==> src/rtl/decoder2to4_hold_if.sv <==
// Code/valid link from the 4-to-2 priority encoder into the hold decoder,
// plus the decoder's held one-hot lines and status.
interface decoder2to4_hold_if #(
  parameter int CNT_W = 8
);
  logic             v;
  logic             c1;
  logic             c0;
  logic             y0;
  logic             y1;
  logic             y2;
  logic             y3;
  logic             busy;
  logic             overrun;
  logic [CNT_W-1:0] ev_count;

  modport master (
    output v, c1, c0,
    input  y0, y1, y2, y3, busy, overrun, ev_count
  );

  modport slave (
    input  v, c1, c0,
    output y0, y1, y2, y3, busy, overrun, ev_count
  );
endinterface

==> src/rtl/decoder2to4_hold.sv <==
// Registered 2-to-4 decoder that pulse-stretches the decoded line for
// HOLD_CYCLES after the last valid code, counting events and flagging overruns.
module decoder2to4_hold #(
  parameter int HOLD_CYCLES = 4,
  parameter int CNT_W       = 8
) (
  input  logic                  clk,
  input  logic                  rst_n,
  decoder2to4_hold_if.slave     bus
);
  typedef enum logic {IDLE = 1'b0, HOLD = 1'b1} state_t;

  localparam logic [3:0]       RELOAD = 4'(HOLD_CYCLES - 1);
  localparam logic [CNT_W-1:0] EV_MAX = {CNT_W{1'b1}};

  state_t           r_state, w_nxt_state;
  logic [3:0]       r_cnt, w_nxt_cnt;
  logic [1:0]       r_code, w_nxt_code;
  logic [3:0]       r_y, w_nxt_y;
  logic             r_ovr, w_nxt_ovr;
  logic [CNT_W-1:0] r_ev, w_nxt_ev;
  logic             w_evt;
  logic [1:0]       w_code;

  assign w_code = {bus.c1, bus.c0};

  always_ff @(posedge clk or negedge rst_n) begin
    if (!rst_n) begin
      r_state <= IDLE;
      r_cnt   <= '0;
      r_code  <= '0;
      r_y     <= '0;
      r_ovr   <= 1'b0;
      r_ev    <= '0;
    end else begin
      r_state <= w_nxt_state;
      r_cnt   <= w_nxt_cnt;
      r_code  <= w_nxt_code;
      r_y     <= w_nxt_y;
      r_ovr   <= w_nxt_ovr;
      r_ev    <= w_nxt_ev;
    end
  end

  always_comb begin
    w_nxt_state = r_state;
    w_nxt_cnt   = r_cnt;
    w_nxt_code  = r_code;
    w_nxt_y     = r_y;
    w_nxt_ovr   = 1'b0;
    w_evt       = 1'b0;
    case (r_state)
      IDLE: begin
        if (bus.v) begin
          w_nxt_code  = w_code;
          w_nxt_y     = 4'b0001 << w_code;
          w_nxt_cnt   = RELOAD;
          w_nxt_state = HOLD;
          w_evt       = 1'b1;
        end
      end
      HOLD: begin
        if (bus.v) begin
          // Same code just retriggers; a new code switches lines with no gap.
          w_nxt_cnt = RELOAD;
          if (w_code != r_code) begin
            w_nxt_code = w_code;
            w_nxt_y    = 4'b0001 << w_code;
            w_nxt_ovr  = 1'b1;
            w_evt      = 1'b1;
          end
        end else if (r_cnt != 4'd0) begin
          w_nxt_cnt = r_cnt - 4'd1;
        end else begin
          w_nxt_y     = '0;
          w_nxt_state = IDLE;
        end
      end
      default: begin
        w_nxt_state = IDLE;
        w_nxt_y     = '0;
      end
    endcase
    w_nxt_ev = (w_evt && r_ev != EV_MAX) ? r_ev + CNT_W'(1) : r_ev;
  end

  assign bus.y0       = r_y[0];
  assign bus.y1       = r_y[1];
  assign bus.y2       = r_y[2];
  assign bus.y3       = r_y[3];
  assign bus.busy     = (r_state == HOLD);
  assign bus.overrun  = r_ovr;
  assign bus.ev_count = r_ev;
endmodule

==> src/flat_wrapper.sv <==
// flat-port wrapper written by rule: the top's interface ports become plain ports
module decoder2to4_hold_flat 
#(
  parameter int HOLD_CYCLES = 4,
  parameter int CNT_W       = 8
)
  (clk, rst_n, bus_v, bus_c1, bus_c0, bus_y0, bus_y1, bus_y2, bus_y3, bus_busy, bus_overrun, bus_ev_count);
  decoder2to4_hold_if #(.CNT_W(CNT_W)) bus_i ();
  input  logic clk;
  input  logic rst_n;
  input wire logic [$bits(bus_i.v)-1:0] bus_v;
  input wire logic [$bits(bus_i.c1)-1:0] bus_c1;
  input wire logic [$bits(bus_i.c0)-1:0] bus_c0;
  output wire logic [$bits(bus_i.y0)-1:0] bus_y0;
  output wire logic [$bits(bus_i.y1)-1:0] bus_y1;
  output wire logic [$bits(bus_i.y2)-1:0] bus_y2;
  output wire logic [$bits(bus_i.y3)-1:0] bus_y3;
  output wire logic [$bits(bus_i.busy)-1:0] bus_busy;
  output wire logic [$bits(bus_i.overrun)-1:0] bus_overrun;
  output wire logic [$bits(bus_i.ev_count)-1:0] bus_ev_count;
  assign bus_i.v = bus_v;
  assign bus_i.c1 = bus_c1;
  assign bus_i.c0 = bus_c0;
  assign bus_y0 = bus_i.y0;
  assign bus_y1 = bus_i.y1;
  assign bus_y2 = bus_i.y2;
  assign bus_y3 = bus_i.y3;
  assign bus_busy = bus_i.busy;
  assign bus_overrun = bus_i.overrun;
  assign bus_ev_count = bus_i.ev_count;
  decoder2to4_hold #(.HOLD_CYCLES(HOLD_CYCLES), .CNT_W(CNT_W)) u_core (.clk(clk), .rst_n(rst_n), .bus(bus_i));
endmodule
==> config.mk <==
export PLATFORM = sky130hd
export DESIGN_NAME = decoder2to4_hold_flat
export DESIGN_NICKNAME = d
export VERILOG_FILES = /design/src/rtl/decoder2to4_hold_if.sv /design/src/rtl/decoder2to4_hold.sv /design/src/flat_wrapper.sv
export SDC_FILE = /design/constraint.sdc
export NUM_CORES = 1
export LEC_CHECK = 0
export ABC_AREA = 1
export CAP_MARGIN = 20
export CORE_MARGIN = 5
export CORE_UTILIZATION = 45
export DETAILED_ROUTE_END_ITERATION = 16
export PLACE_DENSITY = 0.71
export SYNTH_ARGS = -nofsm -noshare
export SYNTH_HDL_FRONTEND = slang
export SYNTH_SLANG_ARGS = --single-unit
==> constraint.sdc <==
create_clock -name clk -period 1.12 [get_ports clk]
set_input_delay 0.336 -clock clk [delete_from_list [all_inputs] [get_ports clk]]
set_output_delay 0.336 -clock clk [all_outputs]
set_load 0.01 [all_outputs]
[Word-level counts from Yosys, hierarchy flattened]
Cells that the tools add are included.
Word-level totals
  register bits: 20
  input bits: 5
  output and inout port bits: 14
Operators by class
  add/sub/neg operators: 2
  equality and inequality tests: 8
  shift-type cells: 1
  muxes and demuxes: 21
  bitwise logic cells: 1
  reductions and logical operators: 5
Operators with widths (count)
  4-bit two-way mux: 7
  4-bit one-hot mux with 2 select lines: 2
  3-bit inequality test, second input constant: 3
  8-bit by 1-bit adder with 8-bit output, second input constant: 1
  8-bit inequality test, second input constant: 1
  1-bit two-way mux: 6
  2-bit two-way mux: 3
  2-bit inequality test, second input constant: 3
  3-bit AND reduction: 2
  1-bit one-hot mux with 2 select lines: 2
  2-bit one-hot mux with 2 select lines: 1
  4-bit nonzero test: 1
  1-bit by 2-bit << shifter with 4-bit output, first input constant: 1
  4-bit by 1-bit subtractor with 4-bit output, second input constant: 1
  2-bit inequality test: 1
  2-bit AND reduction: 1
  1-bit logical AND: 1
  1-bit inverter: 1

[Logic depth before layout (Yosys ltp)]
Gate-level depths: netlist (run 1).
  word-level depth: 5
  gate-level depth with buffers: 8
  mapped depth without buffers: 8

[Least setup slack after synthesis (run 1)]
Ideal clock, no wire load.
  kind: register to register
  start: register u_core.r_ev[0] (netlist: u_core.bus.ev_count[0])
  end: register u_core.r_ev[6] (netlist: u_core.bus.ev_count[6])
  data arrival time: 1.164 ns
  data required time: 1.003 ns
  path slack: -0.162 ns
  stages on the path, launching flop included: 8
  buffers on the path: 0
  cells stage by stage: dfrtp_1 ha_1 inv_1 nor2_4 nand2_4 nand3_4 nand2_1 nand2_1
Between the ends
  word-level cells in the longest chain between the ends: 2
  elaborated cells on any way between the ends: 3
  classes of those cells: add/sub: 1; eq/ne: 1; reduce/logical: 1
Ends and longest elaborated chain
  start, declared: line decoder2to4_hold.sv:21  | logic [CNT_W-1:0] r_ev, w_nxt_ev;
  start signal, assigned: line decoder2to4_hold.sv:41  | r_ev <= w_nxt_ev;
  parallel branches: the longest is 2 deep, another holds 8-bit by 1-bit adder with 8-bit output
Parallel ways; which one is timed is not known.
A chain may end at the register's enable or synchronous reset.

[Final worst setup path (run 1)]
  start: register u_core.r_ev[0] (netlist: u_core.bus.ev_count[0])
  end: register u_core.r_ev[0] (netlist: u_core.bus.ev_count[0])
The elaborated chain is that of the path after synthesis.

==> results.yml, run 1 <==
die:
  io_pins: 19
  fp.dieH_um: 61.8
  start_util_pct: 47.9
  rows: 18
  core_area_um2: 2520
  die_width_um: 61.8
  die_area_um2: 3820
power_and_ir_drop:
  ir_worst_vdd_v: 0.00142
  p_per_area_nw_per_um2: 1890
  leakage_nw: 0.972
synth:
  ys_ff_latch: 20
  avgSynthCellArea_um2: 7.59
  syn_inst: 159
  synth_cell_type_count: 20
  yosysWarnings: 0
  synth-seq-area-share_pct: 41.5
  synthesis.nets: 167
  syn_area_um2: 1210
worst_setup_path:
  crit_top_cell: "nand2_1"
  cp-start-kind: "flop"
  r2r_setup_slack_ns: -0.17
  worstPathRequired_ns: 1.32
  path_max_fanout: 8
  r2r-end: "u_core.bus.ev_count[0]$_DFFE_PN0P_"
  slowest_stage: "dfrtp_2"
  rr_worst_depth: 8
  cpPeakStageDelay_ns: 0.44
  critPathKind: "reg2reg"
  arrival_ns: 1.50
  reg2reg_from: "u_core.bus.ev_count[0]$_DFFE_PN0P_"
  endpoint_kind: "flop"
  crit_chain: "buf_6 > ha_4 > inv_4 > nor2_4 > nand2_4 > nand3_4 > nand2_1 > nand2_1"
timing:
  whs_ns: 0.358
  period_share_pct: 115
  rsz0062_at_grt: "yes"
  drv_slew: 0
  setup_viol: 26
  hold_violations: 0
  finalClockSkew_ns: 0.00451
  tightest_slew_ns: 0.216
  clock.fmax_mhz: 774
  period_needed_ns: 1.29
  timing.final.ws_setup_ns: -0.172
  slew_headroom_pct: 85.5
grt:
  use_met3_pct: 2.07
  busiest_layer: "met2"
  grt_antenna_before_repair: 0
  use_met2_pct: 32.0
  grt.overflow.total: 0
  grt_first_pass_wirelength_um: 5080
  grtUsageMet1_pct: 20.4
  grt_pass1_vias: 1254
  grt_usage_pct: 17.4
  grt_max_degree: 21
clock_tree:
  cts.path.max_buffers: 2
  clkSlewWorstSetupHoldPaths_ns: 0.12
  cts.hold.buffers_added: 0
  clkLatencyLatePin_ns: 0.30
  cts.sinks: 20
  numCtsBuffers: 3
  cts-root-buf: "clkbuf_4"
  cts_max_level: 1
  cts_tree: "yes"
route:
  drtPass1Iterations: 4
  drt_iter0_drc: 53
  drc: 0
  antenna_left: 0
  routed_wl_um: 2960
  wl_per_cell_um: 12.0
  vias: 1211
  viasPerCell: 4.92
outcome:
  violations: "negative setup slack"
  status: "finished, violations left"
layout:
  multi_input_area_um2: 721
  diodes: 0
  final_cell_mix: "55 x nand2_1, 27 x buf_4, 18 x dfrtp_1"
  final_util_pct: 72.4
  final_common_cell: "nand2_1"
  drive_above_1_share_pct: 42.6
  regArea_um2: 503
  area_growth_pct: 51.3
  nNetsFinal: 225
  fill_cells: 197
placed_design:
  hpwl_um: 2160
  place.gp.congestion: 0.773
  io_buffer_count: 18
worst_hold_path:
  min_path_type: "in2async"
job:
  maxCapViolCount: 0
-- cell families after synthesis --
family	Yosys count	synth area share, %
adder cells (fa/ha/maj)	3	3.11
flip-flops	20	41.5
XOR/XNOR	2	1.45
AO/OA/AOI/OAI	6	2.49
buffers and inverters	22	7.46
AND/OR/NAND/NOR	106	44.0
-- routing by layer --
metal  wire length [µm]  up-vias
met3                123        8
li1                   -      619
met1               1280      561
met2               1490       23
met4                 59        0
met5                  0        -
-- worst max-delay path by stage --
stage | from | end | slack [ns] | depth (start not counted)
final | u_core.bus.ev_count[0]$_DFFE_PN0P_ | u_core.bus.ev_count[0]$_DFFE_PN0P_ | -0.17 | 8
after floorplan | u_core.bus.ev_count[1]$_DFFE_PN0P_ | u_core.bus.ev_count[2]$_DFFE_PN0P_ | -0.03 | 7
after global routing | u_core.bus.ev_count[1]$_DFFE_PN0P_ | u_core.bus.ev_count[4]$_DFFE_PN0P_ | -0.24 | 8
after detailed placement | bus_c1 | u_core.r_y[2]$_DFFE_PN0P_ | -0.49 | 7
after CTS | u_core.bus.ev_count[0]$_DFFE_PN0P_ | u_core.bus.ev_count[4]$_DFFE_PN0P_ | -0.20 | 8
after global placement | bus_c1 | u_core.r_y[2]$_DFFE_PN0P_ | -0.45 | 7
-- power by group --
group / internal [mW] / switching, mW
registers: 0.938 / 0.140
logic: 0.973 / 1.03
clock network: 0.139 / 0.233
total: 2.05 / 1.40
-- repair_timing --
action,CTS,global route
pin swaps,10,15
endpoints found under the setup margin,32,33
setup buffers,5,6
resized for setup,72,20
endpoints found under the hold margin,0,0
-- cells in the mapped netlist (all sizes together) --
master   n  area, µm²
nor2    11       63.8
nor3     4       20.0
nand4    7       50.1
o21ai    6       30.0
clkinv   1       3.75
inv     20       75.1
nand2   68        278
nand3   16        120
ha       3       37.5
buf      1       11.3
xor2     2       17.5
dfrtp   20        500
-- through the flow --
stage | setup TNS, ns | setup slack (ns) | power [mW] | instances | instance area [µm²]
4_1_cts | -3.37 | -0.199 | 3.29 | 240 | 1720
3_3_place_gp | -8.98 | -0.447 | 2.72 | 231 | 1640
3_5_place_dp | -9.64 | -0.486 | 2.79 | 231 | 1640
6_report | -2.11 | -0.172 | 3.45 | 246 | 1830
5_1_grt | -3.95 | -0.244 | 3.75 | 246 | 1830
2_1_floorplan | -0.203 | -0.0268 | 1.96 | 159 | 1220
-- cell type report --
type / instances / area share [%]
well taps: 30 / 2.05
multi-input cells: 117 / 39.5
repair buffers: 54 / 24.7
flip-flops and latches: 20 / 27.5
inverters: 21 / 4.86
clock buffers: 4 / 1.44
-- critical path, delay by kind of cell, from the launching register on --
family / cells / cell delay (ns)
adder cells (fa/ha/maj): 1 / 0.16
AND/OR/NAND/NOR: 5 / 0.41
buffers and inverters: 2 / 0.17
flip-flops: 1 / 0.44
-- state kept, by name (all words and copies together), names as in the netlist --
register and flops:
u_core.bus.busy 1, u_core.r_y 4, u_core.r_code 2, u_core.r_cnt 4, u_core.bus.ev_count 8, u_core.bus.overrun 1
(Power assumes the default switching activity.)
==> run 2, diff against run 1 <==
Settings changed: CTS_CLUSTER_SIZE set to 40.
==> results of run 2 <==
No change in the layout: final DEF, timing and power equal those of run 1.
==> run 3, diff against run 2 <==
--- a/config.mk
+++ b/config.mk
@@ -11,2 +11,3 @@
 export CORE_UTILIZATION = 45
+export CTS_CLUSTER_DIAMETER = 80
 export CTS_CLUSTER_SIZE = 40
--- a/constraint.sdc
+++ b/constraint.sdc
@@ -3,2 +3,2 @@
 set_output_delay 0.336 -clock clk [all_outputs]
-set_load 0.01 [all_outputs]
+set_load 0.1 [all_outputs]
==> run 3 against run 2 <==
The flow still finishes with violations (negative setup slack). Routed wire length increased by 31%. Fmax decreased by 9.3%. Sequential share of layout area fell by 2.9 points. Sequential power up 15%. Clock skew grew 0.011 ns. Non-clock buffer count is 5 higher. Worst setup slack got worse by 0.13 ns. Power is 55% higher. Via count is 10% higher. Register-to-register slack worse by 0.12 ns. Worst hold slack is essentially flat. Combinational power is 87% higher. Critical path type is now reg2out. Largest cell class unchanged.
==> results.yml, run 3 (same netlist as run 1, synthesis figures left out) <==
die:
  fp.dieH_um: 61.8
  io_pins: 19
  core_area_um2: 2520
  die_area_um2: 3820
  rows: 18
  die_width_um: 61.8
  start_util_pct: 47.9
timing:
  hold_violations: 0
  slew_headroom_pct: 83.1
  clock.fmax_mhz: 702
  tns_ns: -5.98
  timing.final.ws_setup_ns: -0.304
  rsz0062_at_grt: "yes"
  whs_ns: 0.358
  period_needed_ns: 1.42
  tightest_slew_ns: 0.253
  finalClockSkew_ns: 0.0152
  drv_slew: 0
  setup_viol: 33
  period_share_pct: 127
worst_setup_path:
  startpoint: "u_core.bus.ev_count[7]$_DFFE_PN0P_"
  rr_worst_depth: 8
  cp-start-kind: "flop"
  reg2reg_from: "u_core.bus.ev_count[0]$_DFFE_PN0P_"
  worstPathRequired_ns: 0.78
  endpoint: "bus_ev_count[7]"
  critPathKind: "reg2out"
  arrival_ns: 1.09
  r2r-end: "u_core.bus.ev_count[0]$_DFFE_PN0P_"
  path_max_fanout: 2
  r2r_setup_slack_ns: -0.29
  endpoint_kind: "output port"
power_and_ir_drop:
  internal_power_mw: 2.66
  ir_worst_vdd_v: 0.00255
  p_clk_share_pct: 6.9
  leakage_nw: 1.04
  p_per_area_nw_per_um2: 2440
  pwr-share-comb_pct: 69.9
  swShare_pct: 50.1
  finalPower_mw: 5.34
  p_seq_share_pct: 23.2
  p_sw_mw: 2.68
layout:
  nNetsFinal: 230
  area_growth_pct: 81.2
  finalNonFillerCells: 251
  largest_reg_flops: 8
  drive_above_1_share_pct: 57.5
  final_cell_mix: "48 x nand2_1, 29 x buf_4, 16 x buf_12"
  final_util_pct: 86.8
  diodes: 0
  final_common_cell: "nand2_1"
  final_area_um2: 2190
clock_tree:
  cts.sinks: 20
  cts.path.max_buffers: 2
  cts.hold.buffers_added: 0
  numCtsBuffers: 3
  cts_tree: "yes"
  cts_max_level: 1
  cts-root-buf: "clkbuf_4"
  clkLatencyLatePin_ns: 0.31
  clkSlewWorstSetupHoldPaths_ns: 0.12
grt:
  grt_pass1_vias: 1304
  grt.overflow.total: 0
  grt_usage_pct: 18.2
  grt_first_pass_wirelength_um: 5260
  grt_max_degree: 21
  grt_antenna_before_repair: 0
route:
  vias: 1337
  drt_iter0_drc: 59
  wl_per_cell_um: 15.5
  drc: 0
  routed_wl_um: 3880
  drtPass1Iterations: 4
  antenna_left: 0
  viasPerCell: 5.33
placed_design:
  placed_cell_area_um2: 1800
  pre_cts_ws_ns: -0.489
  dp_cells: 230
  place.gp.congestion: 0.846
  hpwl_um: 2170
  io_buffer_count: 18
job:
  maxCapViolCount: 0
worst_hold_path:
  min_path_type: "in2async"
outcome:
  violations: "negative setup slack"
  status: "finished, violations left"
## run 3: power by group through the flow
stage / logic [mW] / registers [mW] / clock network, mW
floorplan: 0.724 / 2.24 / 0
global placement: 2.86 / 1.24 / 0
detailed placement: 2.91 / 1.26 / 0
CTS: 3.34 / 1.19 / 0.368
global route: 3.92 / 1.27 / 0.409
finish: 3.74 / 1.24 / 0.368
## run 3: final cells by class
cell class	count	area, µm²
flip-flops and latches	20	538
fillers	129	334
inverters	21	88.8
well taps	30	37.5
repair buffers	59	691
clock buffers	4	26.3
multi-input cells	117	807
## run 3: how the worst min path moves through the flow
| stage | startpoint | to | slack (ns) | depth (start not counted) |
|---|---|---|---|---|
| 4_1_cts | rst_n | u_core.bus.ev_count[4]$_DFFE_PN0P_ | 0.37 | 2 |
| 5_1_grt | rst_n | u_core.bus.ev_count[4]$_DFFE_PN0P_ | 0.36 | 2 |
| 6_report | rst_n | u_core.bus.ev_count[4]$_DFFE_PN0P_ | 0.36 | 2 |
| 3_5_place_dp | u_core.r_code[0]$_DFFE_PN0P_ | u_core.r_code[0]$_DFFE_PN0P_ | 0.53 | 2 |
| 3_3_place_gp | u_core.r_code[1]$_DFFE_PN0P_ | u_core.r_code[1]$_DFFE_PN0P_ | 0.50 | 2 |
| 2_1_floorplan | rst_n | u_core.bus.ev_count[3]$_DFFE_PN0P_ | 0.04 | 0 |
## run 3: metal layers
layer	global-route usage, %	wire (µm)
met5	0	0
met1	20.9	1530
met4	6.36	94
met2	34.1	2100
met3	2.69	154
## run 3: critical path, cell delays in order, from the launching register on
cell and delay [ns]:
dfrtp_4 0.50, buf_6 0.12, buf_12 0.15
## run 3: what timing repair did
item | 4_1_cts | 5_1_grt
setup endpoints to repair | 33 | 32
cloned | 0 | 0
gates resized for setup | 24 | 37
buffers inserted | 14 | 4
pin swaps | 2 | 23
